## config.mk

```make
export PLATFORM = sky130hd
export DESIGN_NAME = alu_share_arbiter
export DESIGN_NICKNAME = d
export VERILOG_FILES = /design/src/rtl/alu_share_arbiter_pkg.sv /design/src/rtl/alu_share_arbiter_rr_picker.sv /design/src/rtl/alu_share_arbiter.sv
export SDC_FILE = /design/constraint.sdc
export NUM_CORES = 1
export LEC_CHECK = 0
export CELL_PAD_IN_SITES_DETAIL_PLACEMENT = 1
export CELL_PAD_IN_SITES_GLOBAL_PLACEMENT = 2
export CORE_MARGIN = 1
export CORE_UTILIZATION = 24
export CTS_CLUSTER_SIZE = 30
export DETAILED_ROUTE_END_ITERATION = 6
export PLACE_DENSITY_LB_ADDON = 0.1
export SLEW_MARGIN = 40
export SYNTH_ARGS = -nofsm -noshare
export SYNTH_HDL_FRONTEND = slang
export SYNTH_SLANG_ARGS = --single-unit
export TNS_END_PERCENT = 100
```

## constraint.sdc

```tcl
create_clock -name clk -period 6.72 [get_ports clk]
set_input_delay 1.344 -clock clk [delete_from_list [all_inputs] [get_ports clk]]
set_output_delay 1.344 -clock clk [all_outputs]
set_load 0.05 [all_outputs]
```

## src/rtl/alu_share_arbiter_pkg.sv

```systemverilog
// alu_share_arbiter_pkg: state encoding and default sizes shared by the ALU share arbiter files.
package alu_share_arbiter_pkg;
    typedef enum logic {S_IDLE = 1'b0, S_EXEC = 1'b1} state_t;
    localparam int DEF_NREQ  = 4;
    localparam int DEF_WIDTH = 16;
    localparam int DEF_FUNCW = 3;
endpackage

```

## src/rtl/alu_share_arbiter_rr_picker.sv

```systemverilog
// alu_share_arbiter_rr_picker: combinational round-robin pick, first set bit at or above ptr, wrapping.
module alu_share_arbiter_rr_picker #(
    parameter int NREQ = 4,
    parameter int PW   = $clog2(NREQ)
) (
    input  logic [NREQ-1:0] i_req,
    input  logic [PW-1:0]   i_ptr,
    output logic [NREQ-1:0] o_win,
    output logic [PW-1:0]   o_idx,
    output logic            o_any
);
    logic          w_found;
    logic [PW-1:0] w_j;
    always_comb begin
        w_found = 1'b0;
        w_j     = '0;
        o_idx   = '0;
        for (int k = 0; k < NREQ; k++) begin
            w_j = PW'((int'(i_ptr) + k) % NREQ);
            if (!w_found && i_req[w_j]) begin
                w_found = 1'b1;
                o_idx   = w_j;
            end
        end
    end
    assign o_any = |i_req;
    assign o_win = o_any ? (NREQ'(1) << o_idx) : '0;
endmodule

```

## src/rtl/alu_share_arbiter.sv

```systemverilog
// alu_share_arbiter: shares one combinational ALU among NREQ requesters with round-robin grant,
// registered operands in and registered result out with a one-hot valid pulse to the owner.
module alu_share_arbiter
    import alu_share_arbiter_pkg::*;
#(
    parameter int NREQ  = DEF_NREQ,
    parameter int WIDTH = DEF_WIDTH,
    parameter int FUNCW = DEF_FUNCW
) (
    input  logic                  clk,
    input  logic                  rst_n,
    input  logic [NREQ-1:0]       i_req,
    input  logic [NREQ*WIDTH-1:0] i_req_a,
    input  logic [NREQ*WIDTH-1:0] i_req_b,
    input  logic [NREQ-1:0]       i_req_cin,
    input  logic [NREQ*FUNCW-1:0] i_req_func,
    output logic [NREQ-1:0]       o_gnt,
    output logic [NREQ-1:0]       o_rsp_valid,
    output logic [WIDTH-1:0]      o_rsp_w,
    output logic                  o_rsp_zero,
    output logic                  o_rsp_neg,
    output logic                  o_busy,
    output logic [WIDTH-1:0]      o_alu_a,
    output logic [WIDTH-1:0]      o_alu_b,
    output logic                  o_alu_cin,
    output logic [FUNCW-1:0]      o_alu_func,
    input  logic [WIDTH-1:0]      i_alu_w,
    input  logic                  i_alu_zero,
    input  logic                  i_alu_neg
);
    localparam int PW = $clog2(NREQ);
    state_t          r_state, w_state_nx;
    logic [PW-1:0]   r_owner, r_ptr, w_owner_inc, w_scan_ptr, w_win_idx;
    logic [NREQ-1:0] w_elig, w_win_oh;
    logic            w_any, w_issue, w_capture;
    logic [WIDTH-1:0] w_a [NREQ];
    logic [WIDTH-1:0] w_b [NREQ];
    logic [FUNCW-1:0] w_f [NREQ];
    for (genvar g = 0; g < NREQ; g++) begin : g_unpack
        assign w_a[g] = i_req_a[g*WIDTH +: WIDTH];
        assign w_b[g] = i_req_b[g*WIDTH +: WIDTH];
        assign w_f[g] = i_req_func[g*FUNCW +: FUNCW];
    end
    assign w_owner_inc = (r_owner == PW'(NREQ-1)) ? '0 : r_owner + 1'b1;
    // While an op is in flight the scan already starts past the owner, whose req is masked
    assign w_scan_ptr  = (r_state == S_EXEC) ? w_owner_inc : r_ptr;
    assign w_elig      = i_req & ((r_state == S_EXEC) ? ~(NREQ'(1) << r_owner) : '1);
    alu_share_arbiter_rr_picker #(.NREQ(NREQ), .PW(PW)) u_picker (
        .i_req (w_elig),
        .i_ptr (w_scan_ptr),
        .o_win (w_win_oh),
        .o_idx (w_win_idx),
        .o_any (w_any)
    );
    always_ff @(posedge clk or negedge rst_n) begin
        if (!rst_n) r_state <= S_IDLE;
        else        r_state <= w_state_nx;
    end
    always_comb begin
        w_state_nx = w_any ? S_EXEC : S_IDLE;
    end
    always_comb begin
        w_issue   = w_any;
        w_capture = (r_state == S_EXEC);
        o_busy    = (r_state != S_IDLE);
    end
    always_ff @(posedge clk or negedge rst_n) begin
        if (!rst_n) begin
            o_gnt       <= '0;
            o_rsp_valid <= '0;
            o_rsp_w     <= '0;
            o_rsp_zero  <= 1'b0;
            o_rsp_neg   <= 1'b0;
            o_alu_a     <= '0;
            o_alu_b     <= '0;
            o_alu_cin   <= 1'b0;
            o_alu_func  <= '0;
            r_owner     <= '0;
            r_ptr       <= '0;
        end else begin
            o_gnt       <= w_issue ? w_win_oh : '0;
            o_rsp_valid <= w_capture ? (NREQ'(1) << r_owner) : '0;
            if (w_issue) begin
                o_alu_a    <= w_a[w_win_idx];
                o_alu_b    <= w_b[w_win_idx];
                o_alu_cin  <= i_req_cin[w_win_idx];
                o_alu_func <= w_f[w_win_idx];
                r_owner    <= w_win_idx;
            end
            if (w_capture) begin
                o_rsp_w    <= i_alu_w;
                o_rsp_zero <= i_alu_zero;
                o_rsp_neg  <= i_alu_neg;
                r_ptr      <= w_owner_inc;
            end
        end
    end
endmodule

```

# ---- Word level (Yosys, flattened, before mapping)
# Index checks and enable logic that the tools add are counted.
dict set report totals {
  latch_bits 0
  register_bits 67
  out_inout_bits 63
  n_memories 0
  wordCells 67
  ramBits 0
  in_bits 168
  rom_bits 0
}
dict set report op_classes {
  n_mul 0
  div 0
  bitwise 3
  n_eq_ne 1
  n_lt_le_gt_ge 6
  addsub 4
  n_shift 2
  reduce_logical 7
  n_mux 32
}
# op n
set ops {}
lappend ops {{$bmux W16 S2} 2}
lappend ops {{$mux W16} 4}
lappend ops {{$lt A2 B3 Y1 const B} 5}
lappend ops {{$mux W2} 6}
lappend ops {{$mux W4} 3}
lappend ops {{$bmux W1 S2} 5}
lappend ops {{$mux W1} 9}
lappend ops {{$shl A1 B2 Y4 const A} 2}
lappend ops {{$bmux W3 S2} 1}
lappend ops {{$mux W3} 2}
lappend ops {{$add A2 B1 Y2 const B} 2}
lappend ops {{$add A2 B2 Y2 const B} 2}
lappend ops {{$and A4 B4 Y4} 1}
lappend ops {{$not A4 Y4} 1}
lappend ops {{$reduce_or A4 Y1} 1}
lappend ops {{$ge A3 B3 Y1 const B} 1}
lappend ops {{$logic_and A1 B1 Y1} 3}
lappend ops {{$logic_not A1 Y1} 3}
lappend ops {{$not A2 Y3} 1}
lappend ops {{$eq A2 B2 Y1 const B} 1}

# ---- Longest topological paths before layout
# Gate-level depths: netlist (run 1).
dict set report logic_depth {
  depth_word 20
  mapped_depth 11
  depth_no_buf 9
}

# ---- By module
# From an unflattened synthesis (run 1), not the netlist that was laid out.
dict set report hier_totals {
  cells_unflattened 309
  hier_area_um2 3751.1
}
# mod n_inst seq_area_each_um2 cells_per_inst area_each_um2
set by_module_without_submodules {}
lappend by_module_without_submodules {alu_share_arbiter 1 1676.6 277 3568.4}
lappend by_module_without_submodules {alu_share_arbiter_rr_picker 1 0.0 32 182.7}

# ---- Worst setup path after synthesis (run 1)
# Ideal clock, no wire load.
dict set report synth_timing {
  kind {in2reg}
  from {input port i_req[2]}
  to {register o_alu_a[0]}
  t_required_ps 6585
  arrival_ps 2738
  stages 8
  setup_ps 135
  path_slack_ps 3847
  path_cell_list {nor4b_2 > nor3_1 > nor2_1 > a221o_2 > nor2b_2 > buf_6 > buf_6 > a221oi_2}
}
dict set report synth_via {
  elab_chain_cells 17
  elab_cells_between_ends 27
  classes_between {mux (18); bitwise (2); reduce/logical (7)}
}
# item line
set synth_rtl {}
lappend synth_rtl {{start, declared} alu_share_arbiter.sv:12} ;# input logic [NREQ-1:0] i_req,
lappend synth_rtl {{$and A4 B4 Y4 *} alu_share_arbiter.sv:47} ;# assign w_elig = i_req & ((r_state == S_EXEC) ? ~(NREQ'(1) << r_owner) : '1);
lappend synth_rtl {{$bmux W1 S2} alu_share_arbiter_rr_picker.sv:20} ;# if (!w_found && i_req[w_j]) begin
lappend synth_rtl {{$mux W1 (implied by the code)} alu_share_arbiter_rr_picker.sv:20}
lappend synth_rtl {{$mux W1} alu_share_arbiter_rr_picker.sv:20}
lappend synth_rtl {{$logic_not A1 Y1} alu_share_arbiter_rr_picker.sv:20}
lappend synth_rtl {{$logic_and A1 B1 Y1} alu_share_arbiter_rr_picker.sv:20}
lappend synth_rtl {{$mux W1} alu_share_arbiter_rr_picker.sv:20}
lappend synth_rtl {{$logic_not A1 Y1} alu_share_arbiter_rr_picker.sv:20}
lappend synth_rtl {{$logic_and A1 B1 Y1} alu_share_arbiter_rr_picker.sv:20}
lappend synth_rtl {{$mux W1} alu_share_arbiter_rr_picker.sv:20}
lappend synth_rtl {{$logic_not A1 Y1} alu_share_arbiter_rr_picker.sv:20}
lappend synth_rtl {{$logic_and A1 B1 Y1} alu_share_arbiter_rr_picker.sv:20}
lappend synth_rtl {{$mux W2} alu_share_arbiter_rr_picker.sv:20}
lappend synth_rtl {{$not A2 Y3 (implied by the code)} alu_share_arbiter.sv:84} ;# o_alu_a <= w_a[w_win_idx];
lappend synth_rtl {{$bmux W16 S2} alu_share_arbiter.sv:84}
lappend synth_rtl {{$mux W16 (implied by the code) (2 in a row)} alu_share_arbiter.sv:84}
lappend synth_rtl {{end signal, assigned} alu_share_arbiter.sv:84}
lappend synth_rtl {{end, declared} alu_share_arbiter.sv:23} ;# output logic [WIDTH-1:0] o_alu_a,
# Mark *: on every way between the ends. The rest lies on a longest branch, timed or not. The select of a mux whose other input is x is not followed.
# A chain may end at the register's enable or synchronous reset.

# ---- Worst setup path in the final report (run 1)
dict set report layout_timing {
  from {input port i_req[2]}
  to {register o_alu_a[15]}
}
# The elaborated chain is that of the path after synthesis.

==> impl_metrics.tcl, run 1 <==
set metrics [dict create \
    cts_root_buf "clkbuf_16" \
    cts.path.max_buffers 2 \
    seqPwrFrac_pct 17.9 \
    yosys.area_share.simple_pct 8.76 \
    swShare_pct 48.2 \
    slew_viol_final 0 \
    n_antenna_cell 0 \
    skew_ps 6.17 \
    cp_max_fo 41 \
    numCtsBuffers 9 \
    outcome "finished, final reports clean" \
    via_per_inst 4.47 \
    hp-class "reg2reg" \
    top_layer "met4" \
    postCtsHoldBufs 0 \
    avgRoutedWirePerCell_microns 16.9 \
    io_buffers 230 \
    synthCells 317 \
    power.density_mw_per_mm2 576 \
    antenna_found_initial 0 \
    relSlewSlack_pct 56.7 \
    dp_slack_ps 2570 \
    grt_pass1_vias 3516 \
    detailed_place_hpwl_mm 9.96 \
    cts.clk_slew.worst_paths_ps 50 \
    nets 712 \
    wl_met1_mm 5.04 \
    setup_slack_ps 3010 \
    drt-total-wl_mm 12.9 \
    min_period_ps 3710 \
    synth-xor-area-share_pct 0 \
    dr_total_vias 3405 \
    worst_pin_slew_ps 650 \
    netlist_area_sq_mm 0.00397 \
    fp.dieW_microns 131 \
    synthMuxAreaShare_pct 23.8 \
    grt_max_degree 68 \
    fin_tns_setup_ps 0 \
    nFillCells 1743 \
    dieArea_sq_mm 0.0171 \
    ant_nets 0 \
    critPathLaunchType "input port" \
    met3_length_mm 1.23 \
    ir_worst_vdd_uv 266 \
    critPathRequiredTime_ps 6900 \
    area_growth_pct 68.7 \
    synth-seq-cells 67 \
    drt-initial-drc-count 82 \
    max_freq_mhz 270 \
    syn-num-nets 489 \
    gp_congestion 0.799 \
    synth.distinct_cells 43 \
    p_clk_share_pct 11.8 \
    synth_top_family_by_area "multiplexers" \
    die_h_microns 131 \
    cts_setup_buffers 0 \
    initial_utilization_pct 24.8 \
    critPathKind "in2reg" \
    cts_tree "yes" \
    setup_viol 0 \
    seq_area_frac_synth_pct 42.2 \
    cts.repair.resized 0 \
    ios 231 \
    drive_gt1_share_pct 16.1 \
    leakagePower_nw 2.71 \
    p_comb_share_pct 70.3 \
    h-tree-depth 3 \
    intPower_mw 2.00 \
    worstSkewPairLatency_ps 330 \
    rsz0062_at_grt "false" \
    finalHoldViolations 0 \
    arrival_ps 3890 \
    drtPass1Iterations 4 \
    cts_sinks 67 \
    track_usage_pct 14.9 \
    yosysWarnings 0 \
    synth_fa_ha_area_share_pct 1.26 \
    maxCapViolations 0 \
    grt_pass1_wl_mm 19.0 \
    fin_crit_sh_pct 55.2 \
    rows 46 \
    drc_errors 0 \
    overflow 0 \
    syn_avg_cell_area_sq_um 12.5 \
    wl_met2_mm 6.40 \
    critPathCaptureType "flop" \
    p_switching_mw 1.86 \
    coreArea_sq_mm 0.0160 \
    synth-compound-area-share_pct 17.8 \
]
kinds of logic after synthesis:
logic type               Yosys count
AO/OA/AOI/OAI                     54
adder cells (fa/ha/maj)            4
buffers and inverters             31
flip-flops                        67
multiplexers                      92
AND/OR/NAND/NOR                   69
power by group through the flow:
stage	Combinational [mW]	Sequential, mW	Clock [mW]
after floorplan	1.60	1.22	0
after global placement	2.69	0.688	0
after detailed placement	2.77	0.697	0
after CTS	2.77	0.694	0.474
after global routing	2.90	0.715	0.493
final	2.71	0.691	0.457
final timing paths:
kind	from	to	slack, ps	cells after the start
setup / recovery	i_req[2]	o_alu_a[15]	3010	7
hold / removal	o_rsp_w[8]	o_rsp_w[8]	500	1
setup reg to reg	r_owner[0]	o_alu_a[15]	3580	8
hold reg to reg	o_rsp_w[8]	o_rsp_w[8]	500	1
max in group asynchronous	rst_n	o_alu_b[1]	5260	1
min in group asynchronous	rst_n	o_rsp_w[14]	1000	1
metrics by stage:
step	area [sq um]	hold slack (ps)	std cells	power, mW	utilization, %
global route	6700	521	761	4.11	41.9
detailed placement	6410	496	745	3.47	40.1
finish	6700	505	761	3.86	41.9
global placement	6370	490	744	3.38	39.8
CTS	6700	508	761	3.94	41.9
floorplan	3970	518	317	2.82	-
worst max-delay path: stages:
cell,delay (ps)
clkdlybuf4s50_1,480
a21boi_0,430
a21oi_1,170
nand3_4,430
nor2b_4,570
buf_4,350
a221oi_2,90
metal layers:
metal	track usage [%]	vias to the layer above
met1	16.5	1620
met5	0	-
li1	-	1637
met4	4.46	0
met2	25.7	135
met3	6.43	13
registers in the layout, summed over array words and instances (netlist names):
register     count
o_alu_a         16
o_alu_b         16
o_alu_cin        1
o_alu_func       3
o_busy           1
o_gnt            4
o_rsp_neg        1
o_rsp_valid      4
o_rsp_w         16
o_rsp_zero       1
r_owner          2
r_ptr            2
cell usage after synthesis, drive strengths merged:
master,instances,area (sq um)
clkbuf,6,22.5
or2,1,8.76
o211a,1,10.0
a221o,2,21.3
ha,4,50.1
mux2i,73,731
a211oi,1,7.51
inv,7,26.3
nor4b,1,15.0
nand4b,1,8.76
o21ai,3,15.0
mux2,19,214
o211ai,2,33.8
nor2b,5,33.8
nand3,2,10.0
or4,1,7.51
dfrtp,67,1680
a221oi,36,541
a21boi,3,26.3
a21bo,2,20.0
and2,3,18.8
nor2,41,154
a21oi,2,10.0
nand2b,2,12.5
o2111ai,1,15.0
nand2,5,18.8
nor3,2,10.0
buf,18,195
nand3b,1,7.51
nor3b,3,33.8
and3b,1,8.76
a211o,1,8.76
cells in the final DEF, fill, tap and decap left out, types with 3 or more instances in the layout:
cell,Yosys,routed
mux2i_1,73,73
inv_1,6,6
clkbuf_1,6,3
and2_1,3,3
clkdlybuf4s50_1,0,229
ha_1,4,4
nand2_1,5,5
a221oi_2,36,36
nor2b_1,4,4
clkbuf_16,0,9
buf_4,3,4
nor2_1,41,41
mux2_2,19,19
dfrtp_1,67,67
cell type report:
cell class                 count  area [sq um]  share of cell area (%)
clock inverter                 4          51.3                   0.765
multi-input combinational    219          2070                    30.9
sequential                    67          1680                    25.0
timing repair buffer         236          2370                    35.4
tap                          216           270                    4.03
clock buffer                  12           236                    3.53
inverter                       7          26.3                   0.392
Power figures use the tool's default switching activity.
==> inputs of run 2 (changes only) <==
- CORE_UTILIZATION: 24 -> 20
- clock period: 6.72 -> 3.3 ns (I/O delays scaled with it)
==> run 2 against run 1 <==
  * Critical path depth did not move
  * Flip-flop and latch count stayed put
  * Utilization is 6.7 points lower
  * Clock-buffer cell count decreased by 2
  * Non-clock buffer count rose by 4
  * Combinational power increased by 110%
  * First-iteration DRC count shrank 29%
  * Worst setup slack got worse by 2400 ps
  * Total power grew 110%
  * Global-route usage shrank 1.6 points
  * Routed wire length up 6.3%
  * Cell area rose by 2.3%
  * Largest power group unchanged
  * Highest routed layer unchanged
==> impl_metrics.tcl, run 2 (same netlist as run 1, synthesis figures left out) <==
set metrics [dict create \
    outcome "finished, final reports clean" \
    rsz0062_at_grt "false" \
    cts_sinks 67 \
    track_usage_pct 13.3 \
    min_period_ps 2710 \
    cts.repair.resized 0 \
    layout_commonest_cell "clkdlybuf4s50_1" \
    setup_viol 0 \
    stdcell_count 814 \
    relSlewSlack_pct 55.6 \
    slew_viol_final 0 \
    dr_total_vias 3478 \
    critPathRequiredTime_ps 3540 \
    critPathKind "reg2reg" \
    grt_max_degree 68 \
    dieArea_sq_mm 0.0204 \
    initial_utilization_pct 20.4 \
    overflow 0 \
    fp.dieW_microns 143 \
    worst_pin_slew_ps 666 \
    r2r_start "r_owner[0]" \
    power.density_mw_per_mm2 1190 \
    n_antenna_cell 0 \
    postCtsHoldBufs 0 \
    design_area_sq_mm 0.00685 \
    worstSkewPairLatency_ps 340 \
    h-tree-depth 3 \
    drt-initial-drc-count 58 \
    worstSetupStartpoint "r_owner[0]" \
    gp_congestion 0.863 \
    ir_worst_vdd_uv 608 \
    dp_slack_ps 280 \
    ios 231 \
    whs_ps 321 \
    coreArea_sq_mm 0.0195 \
    cts.clk_slew.worst_paths_ps 60 \
    hp-class "in2async" \
    final_util_pct 35.2 \
    io_buffers 230 \
    largest_registers "o_alu_a x16, o_alu_b x16, o_rsp_w x16" \
    numCtsBuffers 9 \
    critPathCaptureType "flop" \
    cts_root_buf "clkbuf_16" \
    mostFrequentLayoutCells "clkdlybuf4s50_1 (229), mux2i_1 (73), dfrtp_1 (67), nor2_1 (41), a221oi_2 (36)" \
    cpMaxStageDelayCell "dfrtp_1" \
    crit_chain "ha_1, and3b_1, nor3_1, nor2_1, a221o_2, buf_4, a221oi_2" \
    fin_tns_setup_ps 0 \
    nets 716 \
    cts_tree "yes" \
    ant_nets 0 \
    detailed_place_hpwl_mm 10.3 \
    drc_errors 0 \
    area_growth_pct 72.6 \
    arrival_ps 2950 \
    slowest_delay_ps 530 \
    antenna_found_initial 0 \
    path_buf_inv 1 \
    p_clk_share_pct 13.6 \
    avgRoutedWirePerCell_microns 16.8 \
    grt_pass1_vias 3618 \
    fin_crit_sh_pct 82.0 \
    p_switching_mw 3.86 \
    placed_area_sq_mm 0.00651 \
    intPower_mw 4.30 \
    drive_gt1_share_pct 17.1 \
    maxCapViolations 0 \
    finalHoldViolations 0 \
    rows 51 \
    drtPass1Iterations 4 \
    via_per_inst 4.27 \
    grt_pass1_wl_mm 20.2 \
    cts_setup_buffers 0 \
    die_h_microns 143 \
    cts.path.max_buffers 2 \
    drt-total-wl_mm 13.7 \
    swShare_pct 47.3 \
    max_freq_mhz 369 \
    p_total_mw 8.15 \
    cpLargestDelayFamily "compound AO/OA/AOI/OAI gates" \
    seqPwrFrac_pct 17.3 \
    p_comb_share_pct 69.1 \
    leakagePower_nw 2.75 \
    cp_max_fo 26 \
    setup_slack_ps 593 \
    skew_ps 6.07 \
    dp.cells 798 \
    critPathLaunchType "flop" \
]
[run 2: cell count changes in the layout (fill, tap and decap cells not counted), moves of 2 or more]
cell,change
buf_12,+3
clkbuf_1,-2
buf_4,+3
bufinv_16,+2
[run 2: power groups by stage]
stage,Combinational [mW],Sequential [mW],Clock [mW]
floorplan,3.26,2.49,0
global placement,5.69,1.41,0
detailed placement,5.74,1.43,0
CTS,5.75,1.42,1.16
global route,6.01,1.46,1.19
finish,5.63,1.41,1.11
[run 2: final cells by class]
type	instances	area (sq um)
tap	265	332
multi-input combinational	219	2060
fill	2142	12600
inverter	7	26.3
sequential	67	1680
timing repair buffer	240	2420
clock inverter	6	114
clock buffer	10	229
[run 2: layer usage]
metal | global-route usage (%) | part of all wire, % | wire [microns]
met2 | 23.3 | 51 | 7020
met5 | 0 | 0 | 0
met1 | 15.0 | 40 | 5430
met3 | 3.92 | 7.5 | 1020
met4 | 5.26 | 1.5 | 205
[run 2: final timing paths]
check | end | depth (start not counted) | slack [ps]
hold / removal | o_rsp_w[10] | 1 | 320
max in group asynchronous | r_ptr[0] | 1 | 2500
setup reg to reg | o_alu_b[3] | 7 | 590
min in group clk | o_rsp_w[10] | 1 | 510
setup / recovery | o_alu_b[3] | 7 | 590
hold reg to reg | o_rsp_w[10] | 1 | 510
